[src/rtl/vc_output_scheduler_pkg.sv]
// Shared constants and types for the per-output-port VC scheduler.
// Holds the VC encodings, router direction codes and the per-VC buffer state type.
package vc_output_scheduler_pkg;

    // Virtual channel encodings: even-phase and odd-phase channels
    localparam logic VC_EVEN = 1'b0;
    localparam logic VC_ODD  = 1'b1;

    // Default datapath sizing
    localparam int DATA_WIDTH_DEF = 64;
    localparam int NUM_REQ_DEF    = 4;

    // One-hot output direction codes shared with the input interface
    localparam logic [4:0] DIR_W  = 5'b00001;
    localparam logic [4:0] DIR_E  = 5'b00010;
    localparam logic [4:0] DIR_N  = 5'b00100;
    localparam logic [4:0] DIR_S  = 5'b01000;
    localparam logic [4:0] DIR_PE = 5'b10000;

    // Per-VC buffer state; the full flag is the whole state machine
    typedef enum logic {
        VC_EMPTY = 1'b0,
        VC_FULL  = 1'b1
    } vc_state_e;

endpackage

[src/rtl/vc_output_scheduler_rr_pick.sv]
// Round-robin picker: returns the first eligible index at or after ptr,
// wrapping from N-1 back to 0, as both a one-hot grant and a binary index.
module rr_pick #(
    parameter  int N  = 4,
    localparam int IW = $clog2(N)
) (
    input  logic [N-1:0]  eligible,
    input  logic [IW-1:0] ptr,
    output logic [N-1:0]  grant,
    output logic [IW-1:0] index,
    output logic          any
);

    int unsigned idx;

    // Scan N positions starting at ptr and keep the first eligible one
    always_comb begin
        grant = '0;
        index = '0;
        any   = 1'b0;
        idx   = 0;
        for (int k = 0; k < N; k++) begin
            idx = int'(ptr) + k;
            if (idx >= N) begin
                idx = idx - N;
            end
            if (!any && eligible[idx]) begin
                any        = 1'b1;
                index      = IW'(idx);
                grant[idx] = 1'b1;
            end
        end
    end

endmodule

[src/rtl/vc_output_scheduler.sv]
// Per-output-port scheduler: two VCs share one link. Each cycle the VC equal to
// polarity drains to the link and the other VC may be filled from the requesters.
//
// Handshake semantics: on the link side a flit transfers on a posedge where
// send_out && receive_out; send_out never drops and data_out never changes until
// that transfer. On the request side req_valid is the valid; clear is the
// accept, a one-hot pulse meaning "your flit is taken at this edge"; requesters
// keep req_valid/data_in steady until they see clear. clear does not depend on
// receive_out, so no combinational loop forms through the input interfaces.
module vc_output_scheduler
    import vc_output_scheduler_pkg::*;
#(
    parameter int DATA_WIDTH = DATA_WIDTH_DEF,
    parameter int NUM_REQ    = NUM_REQ_DEF
) (
    input  logic                          clk,
    input  logic                          reset,
    input  logic                          polarity,
    input  logic [NUM_REQ-1:0]            req_valid,
    input  logic [NUM_REQ-1:0]            req_vc,
    input  logic [NUM_REQ*DATA_WIDTH-1:0] data_in,
    output logic [NUM_REQ-1:0]            clear,
    output logic                          send_out,
    input  logic                          receive_out,
    output logic [DATA_WIDTH-1:0]         data_out,
    output logic [1:0]                    vc_full
);

    localparam int PW = $clog2(NUM_REQ);

    logic                  link_vc;
    logic                  fill_vc;
    logic [NUM_REQ-1:0]    eligible;
    logic [NUM_REQ-1:0]    pick_grant;
    logic [PW-1:0]         pick_index;
    logic                  pick_any;
    logic                  fill_go;
    logic                  drain;
    logic [DATA_WIDTH-1:0] req_data [NUM_REQ];

    vc_state_e             state_q [2];
    vc_state_e             state_d [2];
    logic [DATA_WIDTH-1:0] buf_q   [2];
    logic [DATA_WIDTH-1:0] buf_d   [2];
    logic [PW-1:0]         ptr_q   [2];
    logic [PW-1:0]         ptr_d   [2];

    // Phase split: one VC talks to the link while the other is being filled
    assign link_vc = polarity;
    assign fill_vc = ~polarity;

    // Unpack requester flits and mark those targeting the fill VC
    always_comb begin
        eligible = '0;
        for (int i = 0; i < NUM_REQ; i++) begin
            req_data[i] = data_in[i*DATA_WIDTH +: DATA_WIDTH];
            eligible[i] = req_valid[i] && (req_vc[i] == fill_vc);
        end
    end

    // Only the fill VC arbitrates this cycle, so one picker serves both VCs
    rr_pick #(
        .N (NUM_REQ)
    ) u_rr_pick (
        .eligible (eligible),
        .ptr      (ptr_q[fill_vc]),
        .grant    (pick_grant),
        .index    (pick_index),
        .any      (pick_any)
    );

    // A grant needs an empty fill buffer; held off entirely while in reset
    assign fill_go  = reset && pick_any && (state_q[fill_vc] == VC_EMPTY);
    assign clear    = fill_go ? pick_grant : '0;

    // Link side is decoded straight from the registers
    assign send_out = (state_q[link_vc] == VC_FULL);
    assign data_out = buf_q[link_vc];
    assign drain    = send_out && receive_out;
    assign vc_full  = {state_q[VC_ODD] == VC_FULL, state_q[VC_EVEN] == VC_FULL};

    // Next state: drain the link VC on handshake, load the fill VC on grant
    always_comb begin
        state_d = state_q;
        buf_d   = buf_q;
        ptr_d   = ptr_q;
        if (drain) begin
            state_d[link_vc] = VC_EMPTY;
        end
        if (fill_go) begin
            state_d[fill_vc] = VC_FULL;
            buf_d[fill_vc]   = req_data[pick_index];
            ptr_d[fill_vc]   = (pick_index == PW'(NUM_REQ - 1)) ? '0 : pick_index + 1'b1;
        end
    end

    // Per-VC state registers; reset discards any buffered flit
    always_ff @(posedge clk or negedge reset) begin
        if (!reset) begin
            for (int v = 0; v < 2; v++) begin
                state_q[v] <= VC_EMPTY;
                buf_q[v]   <= '0;
                ptr_q[v]   <= '0;
            end
        end else begin
            for (int v = 0; v < 2; v++) begin
                state_q[v] <= state_d[v];
                buf_q[v]   <= buf_d[v];
                ptr_q[v]   <= ptr_d[v];
            end
        end
    end

endmodule

[config.mk]
export PLATFORM = sky130hd
export DESIGN_NAME = vc_output_scheduler
export DESIGN_NICKNAME = d
export VERILOG_FILES = /design/src/rtl/vc_output_scheduler_pkg.sv /design/src/rtl/vc_output_scheduler_rr_pick.sv /design/src/rtl/vc_output_scheduler.sv
export SDC_FILE = /design/constraint.sdc
export NUM_CORES = 1
export LEC_CHECK = 0
export ABC_AREA = 1
export BUFFER_PORTS_ARGS = -buffer_cell sky130_fd_sc_hd__buf_2
export CAP_MARGIN = 20
export CELL_PAD_IN_SITES_DETAIL_PLACEMENT = 0
export CELL_PAD_IN_SITES_GLOBAL_PLACEMENT = 2
export CORE_ASPECT_RATIO = 0.7
export CORE_MARGIN = 2
export CORE_UTILIZATION = 27
export DETAILED_ROUTE_END_ITERATION = 10
export PLACE_DENSITY = 0.87
export SYNTH_ARGS = -nofsm -noshare
export SYNTH_HDL_FRONTEND = slang
export SYNTH_SLANG_ARGS = --single-unit
[constraint.sdc]
create_clock -name clk -period 6.83 [get_ports clk]
set_input_delay 1.7075 -clock clk [delete_from_list [all_inputs] [get_ports clk]]
set_output_delay 1.7075 -clock clk [all_outputs]
set_load 0.03 [all_outputs]
==> impl_results.md, run 1 <==
- Status: complete, no violations
- Max frequency: 0.173 GHz
- Multiplexer area fraction after synthesis: 0
- Setup TNS: 0 ns
- Max VDD drop: 0.581 mV
- WL met1: 15.1 mm
- Share of cells above drive strength 1: 0.250
- Clock Sinks: 134
- Row count: 55
- Seq cells post-synth: 134
- Clock period minus worst slack: 5.77 ns
- CTS Buf Count: 17
- Antenna diodes: 0
- Global-route wire length before repair: 50.9 mm
- Yosys top cell by area: dfrtp_1
- Synth Area in XOR/XNOR: 0
- Die Y: 155 µm
- Comb power frac: 0.640
- CP Max Fanout: 29
- Simple-Gate Fraction of Synth Area: 0.521
- Largest net degree at the start of global routing: 75
- Residual DRC: 0
- CP Launch Type: input port
- RD Place Congestion: 0.863
- Post-CTS Setup Inserts: 0
- Core Box Area: 32100 µm²
- Root Buffer: clkbuf_16
- NetSw: 3.52 mW
- Initial DRC Count: 530
- Initial antenna violation count: 1
- Commonest non-fill, non-tap cell in the layout: nand2_1
- Pint: 3.05 mW
- IO Count: 339
- Area of the mapped netlist: 8760 µm²
- Met3 WL: 2.32 mm
- Maxcap violations: 0
- Port Buffers: 338
- Hold Crit Class: flip-flop to flip-flop
- Clock Latency Late Sink: 0.42 ns
- Post-synth top area share: 0.383
- Post-CTS Hold Buffers: 0
- Initial Util: 0.272
- Period utilization: 0.844
- # H-tree levels: 4
- Top post-synthesis cells by area: dfrtp_1, nand2_1, nand3_1
- Worst endpoint required time: 5.12 ns
- Max Used Layer: met5
- Leak: 6.34 nW
- Met2 wire length: 14.3 mm
- Switching power share of the total: 0.536
- PostCTS Resize Cnt: 0
- Hold slack: 0.477 ns
- Inst Count DP: 2028
- PwrDens: 579 nW/µm²
- Unique masters post-synth: 30
- Clock Path Buffers: 2
- Worst EP arrival: 4.06 ns
- Sequential Power Share: 0.206
- Die extent in x: 219 µm
- DR WL/cell: 15.6 µm
- Die ar.: 33900 µm²
- Post-Synth Adder-Cell Area: 0.0114
- Syn nets: 1618
- Sequential share of the synthesized area: 0.383
- Yosys warning count: 0
- WL final: 32.1 mm
- Setup Skew: 0.0137 ns
- Gr ovfl total: 0
- Setup-failing EPs final: 0
- CTS tree: done
- Nature of the critical path endpoint: primary output
- P&R area growth vs syn: 29.6%
- Vias: 9836
- RSZ-0062 raised after global routing: false
- Tightest Pin Transition: 0.864 ns
- Antenna-violating nets left: 0
- Synth Area in Compound Gates: 0.0169
- Vias in the first global route: 9580
- Post-DP HPWL: 23.1 mm
- Slew Limit Fails: 0
- Via density: 4.77
- Pre-antenna DRT Iters: 6
- Worst Setup Path Type: input port to primary output
- Commonest non-fill, non-tap cells in the layout: nand2_1, nand3_1, buf_2, dfrtp_1, buf_4
- Fin nets: 1896
- Clk pin slew, worst setup/hold paths: 0.06 ns
- Gr usage total: 0.189
- Clk pwr share: 0.154
- Synth Instances: 1342
- Non-filler cells, final: 2060
- Final hold vios: 0
- Largest family of logic cells by synthesized area: simple AND/OR/NAND/NOR gates
- Slew margin rel.: 0.424
- Mean Syn Cell Area: 6.52 µm²
## cell type report
type | count | area [µm²]
tap | 427 | 534
timing repair buffer | 360 | 1900
clock inverter | 12 | 201
sequential | 134 | 3350
fill | 3485 | 20800
clock buffer | 20 | 447
inverter | 17 | 66.3
multi-input combinational | 1090 | 4850
## state kept, by name (all words and copies together), names as in the netlist
register / count
buf_q: 128
ptr_q: 4
vc_full: 2
## critical path, stage by stage
cell     delay (ns)
buf_4          0.21
buf_4          0.37
o21ai_4        0.19
nand2_1        0.14
nand3_1        0.07
nand2_1        0.42
nand4_4        0.24
inv_1          0.17
nand2_1        0.06
a21oi_1        0.22
buf_2          0.24
## metrics by stage
stage | utilization | total power [mW] | setup slack (ns) | area [µm²]
final | 0.353 | 6.57 | 1.06 | 11400
after global routing | 0.353 | 7.23 | 0.914 | 11400
after CTS | 0.353 | 6.66 | 1.03 | 11400
after detailed placement | 0.333 | 5.62 | 1.03 | 10700
after global placement | 0.332 | 5.58 | 1.07 | 10700
after floorplan | - | 4.52 | 1.40 | 8760
## cells in the mapped netlist (all sizes together)
cell type / number
a21oi: 3
a22oi: 1
a2bb2oi: 1
a31oi: 1
a41oi: 3
buf: 72
clkbuf: 29
dfrtp: 134
ha: 8
inv: 17
nand2: 645
nand3: 406
nand3b: 1
nand4: 1
nor2: 11
o211a: 1
o21ai: 8
## worst paths after layout
path	from	end	slack, ns	cells after the start
setup / recovery	polarity	clear[1]	1.06	11
hold / removal	buf_q[10]$_DFFE_PN0P_	buf_q[10]$_DFFE_PN0P_	0.48	2
setup reg to reg	ptr_q[3]$_DFFE_PN0P_	buf_q[60]$_DFFE_PN0P_	3.37	14
hold reg to reg	buf_q[10]$_DFFE_PN0P_	buf_q[10]$_DFFE_PN0P_	0.48	2
max in group asynchronous	reset	buf_q[116]$_DFFE_PN0P_	4.23	2
min in group asynchronous	reset	buf_q[70]$_DFFE_PN0P_	1.32	1
## power by group through the flow
stage	Sequential [mW]	Clock [mW]	Combinational, mW
3_3_place_gp	1.36	0	4.22
2_1_floorplan	1.34	0	3.18
6_report	1.36	1.01	4.21
5_1_grt	1.41	1.08	4.75
4_1_cts	1.36	1.04	4.27
3_5_place_dp	1.37	0	4.25
## per-layer routing
metal  global-route usage  vias to the layer above
li1                     -                     4937
met1                0.256                     4586
met2                0.303                      288
met3               0.0507                       23
met4               0.0399                        2
met5                    0                        -
## kinds of logic (layout without fill, tap and decap cells)
| group | Yosys count | after routing |
|---|---|---|
| compound gates | 18 | 18 |
| fa+ha+maj | 8 | 8 |
| buf+inv | 118 | 409 |
| flops | 134 | 134 |
| simple gates | 1064 | 1064 |
Note: power is estimated with default switching activity, not from simulation.
==> run 2: changes to the inputs <==
--- a/config.mk
+++ b/config.mk
@@ -5,7 +5,7 @@
 export SDC_FILE = /design/constraint.sdc
 export NUM_CORES = 1
 export LEC_CHECK = 0
-export ABC_AREA = 1
+export ABC_AREA = 0
 export BUFFER_PORTS_ARGS = -buffer_cell sky130_fd_sc_hd__buf_2
 export CAP_MARGIN = 20
 export CELL_PAD_IN_SITES_DETAIL_PLACEMENT = 0
@@ -14,7 +14,7 @@
 export CORE_MARGIN = 2
 export CORE_UTILIZATION = 27
 export DETAILED_ROUTE_END_ITERATION = 10
-export PLACE_DENSITY = 0.87
+export PLACE_DENSITY = 0.79
 export SYNTH_ARGS = -nofsm -noshare
 export SYNTH_HDL_FRONTEND = slang
 export SYNTH_SLANG_ARGS = --single-unit
==> constraint.sdc (replaced) <==
create_clock -name clk -period 5 [get_ports clk]
set_input_delay 1.25 -clock clk [delete_from_list [all_inputs] [get_ports clk]]
set_output_delay 1.25 -clock clk [all_outputs]
set_load 0.03 [all_outputs]
==> run 2 against run 1 <==
Combinational power rose by 10%. Non-clock buffer count is 4 lower. Clock power rose by 29%. Via count is 23% lower. Global-route usage shrank 1.2 points. Utilization up 1.1 points. Total power up 18%. Largest cell class unchanged. Highest routed layer is now met4.
==> impl_results.md, run 2 <==
- Initial antenna violation count: 0 (-1)
- Residual DRC: 0 (unchanged)
- Unique masters post-synth: 46 (+53%)
- RD Place Congestion: 0.891 (+3.3%)
- Die ar.: 32500 µm² (-4.3%)
- NetSw: 3.54 mW (+0.31%)
- Max frequency: 0.211 GHz
- Port Buffers: 338 (unchanged)
- Setup-failing EPs final: 0 (unchanged)
- Maxcap violations: 0 (unchanged)
- Vias in the first global route: 7591 (-21%)
- Root Buffer: clkbuf_16
- FF-to-FF setup slack: 1.69 ns (-1.68 ns)
- Comb power frac: 0.597 (-0.043)
- Clock Sinks: 134 (unchanged)
- Main synth FF type: dfrtp_1
- Clk pwr share: 0.167 (+0.013)
- Tightest Pin Transition: 1.02 ns (+0.159 ns)
- Post-CTS Hold Buffers: 0 (unchanged)
- CTS tree: done
- Commonest cells post-synth: nand2_1, dfrtp_1, mux2i_1, o221ai_1, mux2_2
- Seq cells post-synth: 134 (unchanged)
- Number of flops mapped to enable cells by yosys: 0 (unchanged)
- Post-CTS Setup Inserts: 0 (unchanged)
- Area of the mapped netlist: 8370 µm² (-4.4%)
- Period utilization: 0.948
- Switching power share of the total: 0.455 (-0.0814)
- Die Y: 151 µm (-2.2%)
- Final hold vios: 0 (unchanged)
- Worst Setup Path Type: input port to primary output
- Synth Instances: 766 (-43%)
- Status: complete, no violations
- Clock Path Buffers: 2 (unchanged)
- Pint: 4.24 mW (+39%)
- Yosys warning count: 0 (unchanged)
- Largest net degree at the start of global routing: 67 (-11%)
- Sequential share of the synthesized area: 0.401 (+0.0176)
- Worst EP arrival: 3.49 ns (-0.57 ns)
- Nature of the critical path endpoint: primary output
- Die extent in x: 214 µm (-2.2%)
- PostCTS Resize Cnt: 0 (unchanged)
- Share of cells above drive strength 1: 0.454 (+0.203)
- PwrDens: 706 nW/µm² (+22%)
- IO Count: 339 (unchanged)
- WL final: 28.7 mm (-10%)
- Post-DP HPWL: 20.5 mm (-11%)
- Most common cell in the netlist: nand2_1
- Biggest register: buf_q
- Clk pin slew, worst setup/hold paths: 0.06 ns (about the same)
- Hold slack: 0.481 ns (+0.00416 ns)
- Antenna diodes: 0 (unchanged)
- Pre-antenna DRT Iters: 5 (-1)
- Syn nets: 1042 (-36%)
- CTS Buf Count: 17 (unchanged)
- CP Max Fanout: 16 (-45%)
- Async S/R FF share, synth: 1.00 (unchanged)
- Core Box Area: 30200 µm² (-5.9%)
- Commonest non-fill, non-tap cell in the layout: buf_2
- Sequential Power Share: 0.236 (+0.030)
- Clock period minus worst slack: 4.74 ns
- Initial Util: 0.277 (+0.00440)
- Antenna-violating nets left: 0 (unchanged)
- Fin nets: 1350 (-29%)
- Largest register FFs: 128 (unchanged)
- Top post-synthesis cells by area: dfrtp_1, mux2i_1, o221ai_1
- Hold Crit Class: flip-flop to flip-flop
- # H-tree levels: 4 (unchanged)
- Yosys top cell by area: dfrtp_1
- Initial DRC Count: 396 (-25%)
- Setup Skew: 0.00525 ns (-0.00845 ns)
- Post-synth top area share: 0.401 (+0.0176)
- Leak: 5.51 nW (-13%)
- Mean Syn Cell Area: 10.9 µm² (+68%)
- Vias: 7601 (-23%)
- Slew margin rel.: 0.318 (-0.106)
- Via density: 5.07 (+6.2%)
- Global-route wire length before repair: 44.3 mm (-13%)
- CP Launch Type: input port
- Setup TNS: 0 ns (unchanged)
- Commonest non-fill, non-tap cells in the layout: buf_2, nand2_1, dfrtp_1, mux2i_1, o221ai_1
- RSZ-0062 raised after global routing: false
- Clock Latency Late Sink: 0.42 ns (about the same)
- Row count: 53 (-3.6%)
- Gr usage total: 0.177 (-0.0119)
- Slew Limit Fails: 0 (unchanged)
- DR WL/cell: 19.2 µm (+23%)
- Max VDD drop: 0.497 mV (-14%)
- P&R area growth vs syn: 31.5%
- Worst endpoint required time: 3.75 ns (-1.37 ns)
- Gr ovfl total: 0 (unchanged)
-- run 2: changes by cell type after synthesis, sizes merged, moves of 6 or more --
cell and change:
nand2b +7, buf -23, a21oi +6, mux2 +67, clkbuf -11, o22a +6, nand2 -503, mux2i +134
inv -13, nand3 -399, o221ai +129
-- run 2: per-stage QoR --
stage          power (mW)  worst slack (ns)  cells  utilization  instance area [µm²]
2_1_floorplan        5.33             0.393    766            -                 8370
3_3_place_gp         6.50             0.314   1467        0.344                10400
3_5_place_dp         6.53             0.270   1467        0.344                10400
4_1_cts              7.86             0.284   1499        0.364                11000
5_1_grt              8.33            0.0901   1499        0.364                11000
6_report             7.77             0.262   1499        0.364                11000
-- run 2: layer usage --
layer,track usage,vias up,wire (µm),part of all wire
met2,0.268,341,12500,0.44
met1,0.247,3674,13700,0.48
met5,0,-,0,0
met4,0.0458,0,412,0.014
li1,-,3566,-,-
met3,0.0524,20,2120,0.074
-- run 2: area by class of cell --
| class | instances | area [µm²] |
|---|---|---|
| Multi-Input combinational cell | 561 | 4620 |
| Clock inverter | 13 | 155 |
| Timing Repair Buffer | 356 | 1900 |
| Clock buffer | 19 | 453 |
| Fill cell | 3045 | 19200 |
| Sequential cell | 134 | 3350 |
| Tap cell | 412 | 515 |
| Inverter | 4 | 15.0 |
-- run 2: critical path, cell delays in order --
cell      delay (ns)
buf_4           0.22
mux2i_2         0.27
ha_1            0.31
inv_1           0.18
nand3_1         0.11
a211oi_2        0.49
a22o_1          0.22
mux2i_1         0.08
a21oi_1         0.14
buf_2           0.21
-- run 2: logic make-up (layout without fill, tap and decap cells) --
logic type | count (synthesis) | in the layout | synth area share
mux | 201 | 201 | 0.252
compound gates | 171 | 171 | 0.192
flops | 134 | 134 | 0.401
simple gates | 176 | 176 | 0.0865
buf+inv | 71 | 392 | 0.0517
fa+ha+maj | 8 | 8 | 0.0120
xor+xnor | 5 | 5 | 0.00523
-- run 2: worst paths after layout --
path / startpoint / to / cells past startpoint
max: polarity / clear[3] / 10
min: buf_q[48]$_DFFE_PN0P_ / buf_q[48]$_DFFE_PN0P_ / 2
max reg2reg: ptr_q[2]$_DFFE_PN0P_ / buf_q[109]$_DFFE_PN0P_ / 12
min reg2reg: buf_q[48]$_DFFE_PN0P_ / buf_q[48]$_DFFE_PN0P_ / 2
max in group asynchronous: reset / buf_q[115]$_DFFE_PN0P_ / 2
min in group asynchronous: reset / buf_q[83]$_DFFE_PN0P_ / 1
-- run 2: power by group through the flow --
| stage | sequential (mW) | clock, mW | combinational, mW |
|---|---|---|---|
| after floorplan | 1.79 | 0 | 3.54 |
| after global placement | 1.84 | 0 | 4.65 |
| after detailed placement | 1.85 | 0 | 4.68 |
| after CTS | 1.83 | 1.33 | 4.69 |
| after global routing | 1.90 | 1.39 | 5.04 |
| final | 1.84 | 1.30 | 4.64 |
